--- src/rtl/stage_waveform_generator_pkg.sv ---
// Shared types and constants for the waveform stage: operator tags, feedback levels,
// sample format and the quarter-wave sine table generator used at elaboration.
package stage_waveform_generator_pkg;

    localparam int NUM_VOICE_OPERATORS = 8;
    localparam int VOICE_OPERATOR_BITS = $clog2(NUM_VOICE_OPERATORS);
    localparam int FEEDBACK_BITS       = 3;
    localparam int SINE_QUARTER_BITS   = 8;
    localparam int SINE_QUARTER_DEPTH  = 1 << SINE_QUARTER_BITS;
    localparam int SINE_SAMPLE_BITS    = 15;
    localparam int WAVEFORM_BITS       = 16;

    // pi scaled by 2^60
    localparam logic [63:0] PI_Q60 = 64'h3243_F6A8_885A_308D;

    typedef logic [VOICE_OPERATOR_BITS-1:0]  VoiceOperatorID_t;
    typedef logic [FEEDBACK_BITS-1:0]        FeedbackLevel_t;
    typedef logic signed [WAVEFORM_BITS-1:0] WaveformSample_t;

    typedef enum logic {
        ST_CLEAR = 1'b0,
        ST_RUN   = 1'b1
    } sweep_state_t;

    // round(32767 * sin(pi * (2*idx + 1) / 1024)) via a Q60 Taylor series; constant-evaluated only
    function automatic logic [SINE_SAMPLE_BITS-1:0] sine_entry(input int idx);
        logic [127:0] x;
        logic [127:0] x2;
        logic [127:0] term;
        logic [127:0] acc;
        x    = (128'(PI_Q60) * 128'(2 * idx + 1)) >> 10;
        x2   = (x * x) >> 60;
        term = x;
        acc  = x;
        for (int k = 1; k <= 12; k++) begin
            term = ((term * x2) >> 60) / 128'((2 * k) * (2 * k + 1));
            if (k[0]) acc = acc - term;
            else      acc = acc + term;
        end
        return SINE_SAMPLE_BITS'((acc * 128'd32767 + (128'd1 << 59)) >> 60);
    endfunction

endpackage

--- src/rtl/stage_waveform_generator_sine_quarter_rom.sv ---
// Registered 256x15 quarter-wave sine ROM; one clock from address to data.
module sine_quarter_rom
    import stage_waveform_generator_pkg::*;
(
    input  logic                         i_Clock,
    input  logic [SINE_QUARTER_BITS-1:0] i_Addr,
    output logic [SINE_SAMPLE_BITS-1:0]  o_Data
);

    logic [SINE_SAMPLE_BITS-1:0] w_table [SINE_QUARTER_DEPTH];
    logic [SINE_SAMPLE_BITS-1:0] r_data;

    for (genvar g = 0; g < SINE_QUARTER_DEPTH; g++) begin : g_entry
        localparam logic [SINE_SAMPLE_BITS-1:0] ENTRY = sine_entry(g);
        assign w_table[g] = ENTRY;
    end

    always_ff @(posedge i_Clock) begin
        r_data <= w_table[i_Addr];
    end

    assign o_Data = r_data;

endmodule

--- src/rtl/stage_waveform_generator.sv ---
// Phase-to-sine stage: phase + modulation + per-operator self-feedback, quarter-wave lookup.
// state    | meaning
// ST_CLEAR | zeroing feedback history and level RAMs, inputs ignored
// ST_RUN   | accepting one sample per cycle, config writes enabled
module stage_waveform_generator
    import stage_waveform_generator_pkg::*;
(
    input  logic             i_Clock,
    input  logic             i_Reset_n,
    input  logic             i_Valid,
    input  logic [15:0]      i_Phase,
    input  logic [15:0]      i_ModulationPhase,
    input  VoiceOperatorID_t i_VoiceOperator,
    input  logic             i_FeedbackConfigWriteEnable,
    input  VoiceOperatorID_t i_FeedbackConfigWriteAddr,
    input  FeedbackLevel_t   i_FeedbackConfigWriteData,
    output logic             o_Ready,
    output logic             o_Valid,
    output logic [15:0]      o_Waveform,
    output VoiceOperatorID_t o_VoiceOperator
);

    sweep_state_t     r_state;
    sweep_state_t     w_state_next;
    VoiceOperatorID_t r_clear_cnt;
    logic             w_clear_active;
    logic             w_ready;

    WaveformSample_t  r_history_mem [NUM_VOICE_OPERATORS];
    FeedbackLevel_t   r_level_mem   [NUM_VOICE_OPERATORS];

    logic             r1_valid;
    logic [15:0]      r1_phase;
    WaveformSample_t  r1_mod;
    VoiceOperatorID_t r1_op;
    WaveformSample_t  r1_history;
    FeedbackLevel_t   r1_level;

    logic [2:0]       w_fb_shift;
    WaveformSample_t  w_feedback;
    logic [15:0]      w_total;
    logic [SINE_QUARTER_BITS-1:0] w_rom_addr;
    logic             w_unused_lsbs;

    logic             r2_valid;
    VoiceOperatorID_t r2_op;
    logic             r2_negate;
    logic [SINE_SAMPLE_BITS-1:0] w_rom_data;
    WaveformSample_t  w_magnitude;
    WaveformSample_t  w_waveform;

    logic             r_out_valid;
    WaveformSample_t  r_out_waveform;
    VoiceOperatorID_t r_out_op;

    always_ff @(posedge i_Clock) begin
        if (!i_Reset_n) r_state <= ST_CLEAR;
        else            r_state <= w_state_next;
    end

    always_comb begin
        w_state_next   = r_state;
        w_clear_active = 1'b0;
        w_ready        = 1'b0;
        case (r_state)
            ST_CLEAR: begin
                w_clear_active = 1'b1;
                if (r_clear_cnt == VoiceOperatorID_t'(NUM_VOICE_OPERATORS - 1)) w_state_next = ST_RUN;
            end
            ST_RUN:  w_ready = 1'b1;
            default: w_state_next = ST_CLEAR;
        endcase
    end

    always_ff @(posedge i_Clock) begin
        if (!i_Reset_n)          r_clear_cnt <= '0;
        else if (w_clear_active) r_clear_cnt <= r_clear_cnt + 1'b1;
    end

    // Single write port per RAM: the sweep owns both RAMs until RUN
    always_ff @(posedge i_Clock) begin
        if (i_Reset_n) begin
            if (w_clear_active) begin
                r_history_mem[r_clear_cnt] <= '0;
                r_level_mem[r_clear_cnt]   <= '0;
            end else begin
                if (i_FeedbackConfigWriteEnable)
                    r_level_mem[i_FeedbackConfigWriteAddr] <= i_FeedbackConfigWriteData;
                if (r2_valid)
                    r_history_mem[r2_op] <= w_waveform;
            end
        end
    end

    always_ff @(posedge i_Clock) begin
        r1_phase   <= i_Phase;
        r1_mod     <= i_ModulationPhase;
        r1_op      <= i_VoiceOperator;
        r1_history <= r_history_mem[i_VoiceOperator];
        r1_level   <= r_level_mem[i_VoiceOperator];
        r2_op      <= r1_op;
        r2_negate  <= w_total[15];
    end

    always_comb begin
        w_fb_shift = 3'(4'd8 - {1'b0, r1_level});
        w_feedback = '0;
        if (r1_level != '0) w_feedback = r1_history >>> w_fb_shift;
        w_total    = r1_phase + r1_mod + w_feedback;
        w_rom_addr = w_total[14] ? ~w_total[13:6] : w_total[13:6];
    end

    assign w_unused_lsbs = ^w_total[5:0];

    sine_quarter_rom u_sine_quarter_rom (
        .i_Clock (i_Clock),
        .i_Addr  (w_rom_addr),
        .o_Data  (w_rom_data)
    );

    // ROM entries top out at 32767, so negation stays in range
    always_comb begin
        w_magnitude = WaveformSample_t'({1'b0, w_rom_data});
        w_waveform  = r2_negate ? -w_magnitude : w_magnitude;
    end

    always_ff @(posedge i_Clock) begin
        if (!i_Reset_n) begin
            r1_valid       <= 1'b0;
            r2_valid       <= 1'b0;
            r_out_valid    <= 1'b0;
            r_out_waveform <= '0;
            r_out_op       <= '0;
        end else begin
            r1_valid    <= i_Valid && w_ready;
            r2_valid    <= r1_valid;
            r_out_valid <= r2_valid;
            if (r2_valid) begin
                r_out_waveform <= w_waveform;
                r_out_op       <= r2_op;
            end
        end
    end

    assign o_Ready         = w_ready;
    assign o_Valid         = r_out_valid;
    assign o_Waveform      = r_out_waveform;
    assign o_VoiceOperator = r_out_op;

endmodule
--- config.mk ---
export PLATFORM = sky130hd
export DESIGN_NAME = stage_waveform_generator
export DESIGN_NICKNAME = d
export VERILOG_FILES = /design/src/rtl/stage_waveform_generator_pkg.sv /design/src/rtl/stage_waveform_generator_sine_quarter_rom.sv /design/src/rtl/stage_waveform_generator.sv
export SDC_FILE = /design/constraint.sdc
export NUM_CORES = 1
export LEC_CHECK = 0
export ABC_CLOCK_PERIOD_IN_PS = 7800
export BUFFER_PORTS_ARGS = -buffer_cell sky130_fd_sc_hd__clkbuf_2
export CORE_MARGIN = 2
export CORE_UTILIZATION = 37
export DETAILED_ROUTE_END_ITERATION = 10
export PLACE_DENSITY = 0.61
export SLEW_MARGIN = 20
export SYNTH_ARGS = -nofsm -noshare
export SYNTH_HDL_FRONTEND = slang
export SYNTH_SLANG_ARGS = --single-unit
--- constraint.sdc ---
create_clock -name i_Clock -period 7.8 [get_ports i_Clock]
set_input_delay 0.39 -clock i_Clock [delete_from_list [all_inputs] [get_ports i_Clock]]
set_output_delay 0.39 -clock i_Clock [all_outputs]
set_load 0.03 [all_outputs]
# Word-level counts from Yosys, hierarchy flattened
# Memories as Yosys holds them, arrays and structs flattened. A register that Yosys moved wholly into a read port is not among the register bits.
# Cells that the tools add are included.
# classes
shift,1
n_bitwise,2
n_reduce_logical,4
n_lt_le_gt_ge,0
n_mul,0
mux,23
n_div,0
n_eq_ne,1
add_sub_neg,5
# op_table
op,n
$mux 16,3
$add 16x16->16,2
$mux 1,16
$neg 15->16,1
$reduce_or 16->1,1
$sshr 16x3->16,1
$mux 3,3
$not 8->9,1
$mux 8,1
$not 8->8,1
$add 3x1->3 const B,1
$eq 3x3->1 const B,1
$reduce_bool 3->1,1
$reduce_or 3->1,1
$sub 1x3->3 const A,1
$logic_and 1x1->1,1
# word_totals
out_inout_bits,21
register_bits,65
ram_bits,152
latchBits,0
wordCells,51
in_bits,45
memories,3
mem_bits_ro,3840
# mem_list
name,words,width,rd,rd_clocked_by_memory_dff,wr,line,text
(name not given),256,15,1,1,0,stage_waveform_generator_sine_quarter_rom.sv:19,r_data <= w_table[i_Addr];
r_history_mem,8,16,1,1,1,stage_waveform_generator.sv:29,WaveformSample_t r_history_mem [NUM_VOICE_OPERATORS];
r_level_mem,8,3,1,1,1,stage_waveform_generator.sv:30,FeedbackLevel_t r_level_mem [NUM_VOICE_OPERATORS];

# Longest topological paths before layout
# depth
depth_word,7
depth_mapped,31
ltp_nobuf,25

# Modules after synthesis
# Synthesis repeated with hierarchy kept, for this count alone.
# unflattened
hier_cells,1406
area_unflattened_um2,14701.6
# by_module_without_submodules
module,cells_per_inst,n_inst,area_each_um2,seq_area_each_um2
stage_waveform_generator,692,1,10141.0,6246.0
sine_quarter_rom,714,1,4560.6,300.3

# Worst setup path after synthesis
# OpenSTA, ideal clock, no wires.
# synth_timing
path_kind,reg2reg
startpoint,reg r1_level[0] (read register of r_level_mem)
endpoint,"reg u_sine_quarter_rom.r_data[7], in the netlist u_sine_quarter_rom.o_Data[7]"
path_stages_with_launch,30
n_path_buf,6
setup_slack_ns,0.931
setup_ns,0.116
synth_period_minus_slack_ns,6.869
t_arrival_ns,6.754
required_time_ns,7.684
path_cell_list,dfxtp_1 buf_6 clkbuf_1 inv_1 ha_1 ha_1 buf_2 inv_1 buf_1 mux2i_1 nor2_1 fa_1 ha_1 clkbuf_1 nand4_1 nor3_1 a21boi_0 a211o_4 nor2_8 xnor2_1 inv_2 ha_1 or2_2 clkbuf_1 o22ai_1 o22ai_1 a32o_1 a311o_1 o311a_1 a31o_1
# synth_via
elab_chain_len,7
elab_cells_between_ends,8
cone_classes,2 x add/sub; 1 x shift; 2 x mux; 2 x bitwise; 1 x reduce/logical
# synth_rtl
item,line,text
start: declaration,stage_waveform_generator.sv:37,FeedbackLevel_t r1_level;
$sub 1x3->3,stage_waveform_generator.sv:106,"w_fb_shift = 3'(4'd8 - {1'b0, r1_level});"
$sshr 16x3->16,stage_waveform_generator.sv:108,if (r1_level != '0) w_feedback = r1_history >>> w_fb_shift;
$mux 16 *,stage_waveform_generator.sv:108,
$add 16x16->16 *,stage_waveform_generator.sv:109,w_total = r1_phase + r1_mod + w_feedback;
$not 8->8,stage_waveform_generator.sv:110,w_rom_addr = w_total[14] ? ~w_total[13:6] : w_total[13:6];
$mux 8 *,stage_waveform_generator.sv:110,
$not 8->9 (implied by the code) *,stage_waveform_generator_sine_quarter_rom.sv:19,
end: declaration,stage_waveform_generator_sine_quarter_rom.sv:11,logic [SINE_SAMPLE_BITS-1:0] r_data;
# Mark *: on every way between the ends. The rest lies on a longest branch, timed or not.
# A chain may end at the register's enable or synchronous reset.

# Worst setup path in the final report
# layout_timing
startpoint,reg r1_level[0] (read register of r_level_mem)
endpoint,"reg u_sine_quarter_rom.r_data[4], in the netlist u_sine_quarter_rom.o_Data[4]"
# The elaborated chain is that of the path after synthesis.

==> summary.md <==
| Metric | Value |
|---|---|
| Largest net degree at the start of global routing | `47` |
| Global-route usage over all layers | `0.299` |
| Final HPWL DP | `49.0 mm` |
| CTS tree | `built` |
| Num rows | `76` |
| Post-route antenna net violation count | `0` |
| Yosys cell types | `100` |
| Post-Syn Nets | `1,750` |
| Initial core utilization | `0.376` |
| Crit Reg-Reg Endpoint | `u_sine_quarter_rom.o_Data[4]` |
| Post-route DRC | `0` |
| Fin. Hold Viols | `0` |
| Register area share after synthesis | `0.403` |
| WL final | `68.9 mm` |
| Via density | `6.51` |
| Fillcell total | `4,211` |
| First element of the critical path | `r1_level[0]` |
| Final setup fails | `0` |
| Setup_tns | `0 ns` |
| Fin. max-slew vios | `0` |
| Reg area | `6550 µm²` |
| Minimum clock period | `7.40 ns` |
| Post-CTS setup buffer count | `0` |
| Worst-margin pin slew | `1.27 ns` |
| Critical Path AT | `7.79 ns` |
| FF-to-FF setup slack | `0.40 ns` |
| Setup crit end | `u_sine_quarter_rom.o_Data[4]` |
| Skew final | `0.0147 ns` |
| Synth Warn # | `0` |
| Max-Cap Viols | `0` |
| Multi-input logic area | `8920 µm²` |
| Syn Area/Cell | `9.80 µm²` |
| Dominant synthesized flop cell | `edfxtp_1` |
| Initial antenna violation count | `0` |
| R2r startpoint | `r1_level[0]` |
| Core area | `43,200 µm²` |
| Clock transition at path regs | `0.06 ns` |
| Input/output buffers | `65` |
| Worst hold start | `i_Valid` |
| CTS Sinks | `251` |
| Asr flop ratio synth | `0` |
| FF+latch count, synth | `251` |
| Clk_lat worst skew | `0.56 ns` |
| Unrepaired setup endpoints after global routing | `no` |
| Share of cells above drive strength 1 | `0.177` |
| DR vias | `15,200` |
| Wirelength per Cell | `29.5 µm` |
| Routability cong. | `1.03` |
| Final cell utilization of the core | `0.430` |
| TritonCTS buffer count | `26` |
| Top Ports | `66` |
| Tightest Hold Check Type | `input port to register` |
| Number of DRC markers in iteration 0 | `2,198` |
| R2R cell count | `20` |
| Worst hold slack | `0.0790 ns` |
| Die Span X | `213 µm` |
| Most frequent cells in the layout | `edfxtp_1, nor2_1, nand2_1, o21ai_0, a21oi_1` |
| DR pass1 iterations | `6` |
| Layout area overhead | `14.4%` |
| H-tree Lvls | `1` |
| Most common cell after layout, fill and taps aside | `edfxtp_1` |
| Clk root buf | `clkbuf_16` |
| CP required | `8.19 ns` |
| Post-Synthesis Cells | `1,656` |
| Final cycle utilization of the critical path | `0.948` |
| Setup crit end kind | `register` |
| F_max | `0.135 GHz` |
| Chip height | `213 µm` |
| Critical path launch point type | `register` |
| Slew HR | `0.151` |
| Post-synth EDFFs | `152` |
| First-pass GRT wire length | `99.3 mm` |
| Die area | `45,600 µm²` |
| Status | `completed` |
| Crit Path Class | `register to register` |
| Total Nets Final | `1,824` |
| Vias in the first global route | `14,500` |
| Synthesized cell area | `16,200 µm²` |
| Worst-path maximum fanout | `27` |
| Max clock buf depth | `3` |
| Grt total ovfl | `0` |
per-layer routing:
layer / vias up / part of all wire / GRT usage
met3: 242 / 0.095 / 0.0583
li1: 6538 / - / -
met4: 0 / 0.064 / 0.166
met2: 991 / 0.44 / 0.461
met1: 7431 / 0.40 / 0.393
met5: - / 0 / 0
cell usage after synthesis (16+ instances only):
| cell type | n | area share |
|---|---|---|
| a211oi_1 | 33 | 0.015 |
| a21oi_1 | 107 | 0.033 |
| a31oi_1 | 19 | 0.0073 |
| and3_1 | 16 | 0.0062 |
| buf_2 | 41 | 0.013 |
| clkbuf_1 | 81 | 0.019 |
| dfxtp_1 | 99 | 0.12 |
| edfxtp_1 | 152 | 0.28 |
| ha_1 | 35 | 0.027 |
| inv_1 | 41 | 0.0095 |
| mux2_2 | 23 | 0.016 |
| mux2i_1 | 38 | 0.023 |
| mux4_2 | 44 | 0.061 |
| nand2_1 | 125 | 0.029 |
| nand3_1 | 39 | 0.012 |
| nor2_1 | 138 | 0.032 |
| nor3_1 | 46 | 0.014 |
| o211ai_1 | 27 | 0.012 |
| o21ai_0 | 113 | 0.035 |
| o22ai_1 | 40 | 0.015 |
| xnor2_1 | 22 | 0.012 |
critical path, cell delays in order, from the launching register on:
cell and delay [ns]:
dfxtp_1 0.33, inv_1 0.05, ha_1 0.64, mux4_2 0.59, mux2i_1 0.16, nor2_1 0.07
fa_1 0.46, ha_1 0.56, nand4_1 0.23, nor3_1 0.25, a21boi_0 0.47, a211o_4 0.23
nor2_8 0.07, xnor2_1 0.37, buf_4 0.24, ha_1 0.25, buf_4 0.26, o311ai_0 0.97
a31oi_1 0.19, a22o_1 0.29, a221oi_1 0.53
through the flow:
step	instance area (µm²)	std cells	setup WS [ns]
after global routing	18600	2333	0.0866
after detailed placement	17400	2255	0.653
final	18600	2334	0.402
after CTS	18600	2333	0.621
after floorplan	16200	1656	0.931
after global placement	17400	2255	0.512
area by class of cell:
type,instances,share of cell area
diodes,1,0.000135
clock buffers,34,0.0367
repair buffers,192,0.0752
multi-input cells,1215,0.481
inverters,44,0.00890
clock inverters,12,0.00620
well taps,585,0.0394
flip-flops and latches,251,0.353
worst min-delay path by stage:
stage | end | cells after the start
after floorplan | r2_op[0] | 0
after CTS | r1_valid | 2
after global routing | r1_valid | 2
after global placement | r2_op[2] | 0
final | r1_valid | 2
after detailed placement | r2_op[2] | 0
flip-flops by register name, summed over array words and instances, names as in the netlist, 15 cells and up:
name / count
r1_mod: 16
r_level_mem: 24
r_history_mem: 128
o_Waveform: 16
r1_phase: 16
u_sine_quarter_rom.o_Data: 15
r1_history: 16
cells by family (layout without fill, tap and decap cells):
logic type                 after synthesis  count (layout)  synth area share
other                                    0               1                 0
adders and majority gates               52              52            0.0461
buffers and inverters                  190             282            0.0503
AOI/OAI and AO/OA                      550             550             0.236
xor gates and xnor gates                40              40            0.0237
and+or+nand+nor                        467             467             0.139
muxes                                  106             106             0.101
DFF                                    251             251             0.403
what timing repair did:
action	CTS	global route
resized for setup	0	0
hold endpoints to repair	32	0
hold buffers	32	0
Power is not shown: default switching activity piles up to over one toggle a cycle in this logic, so the estimate is an artifact.
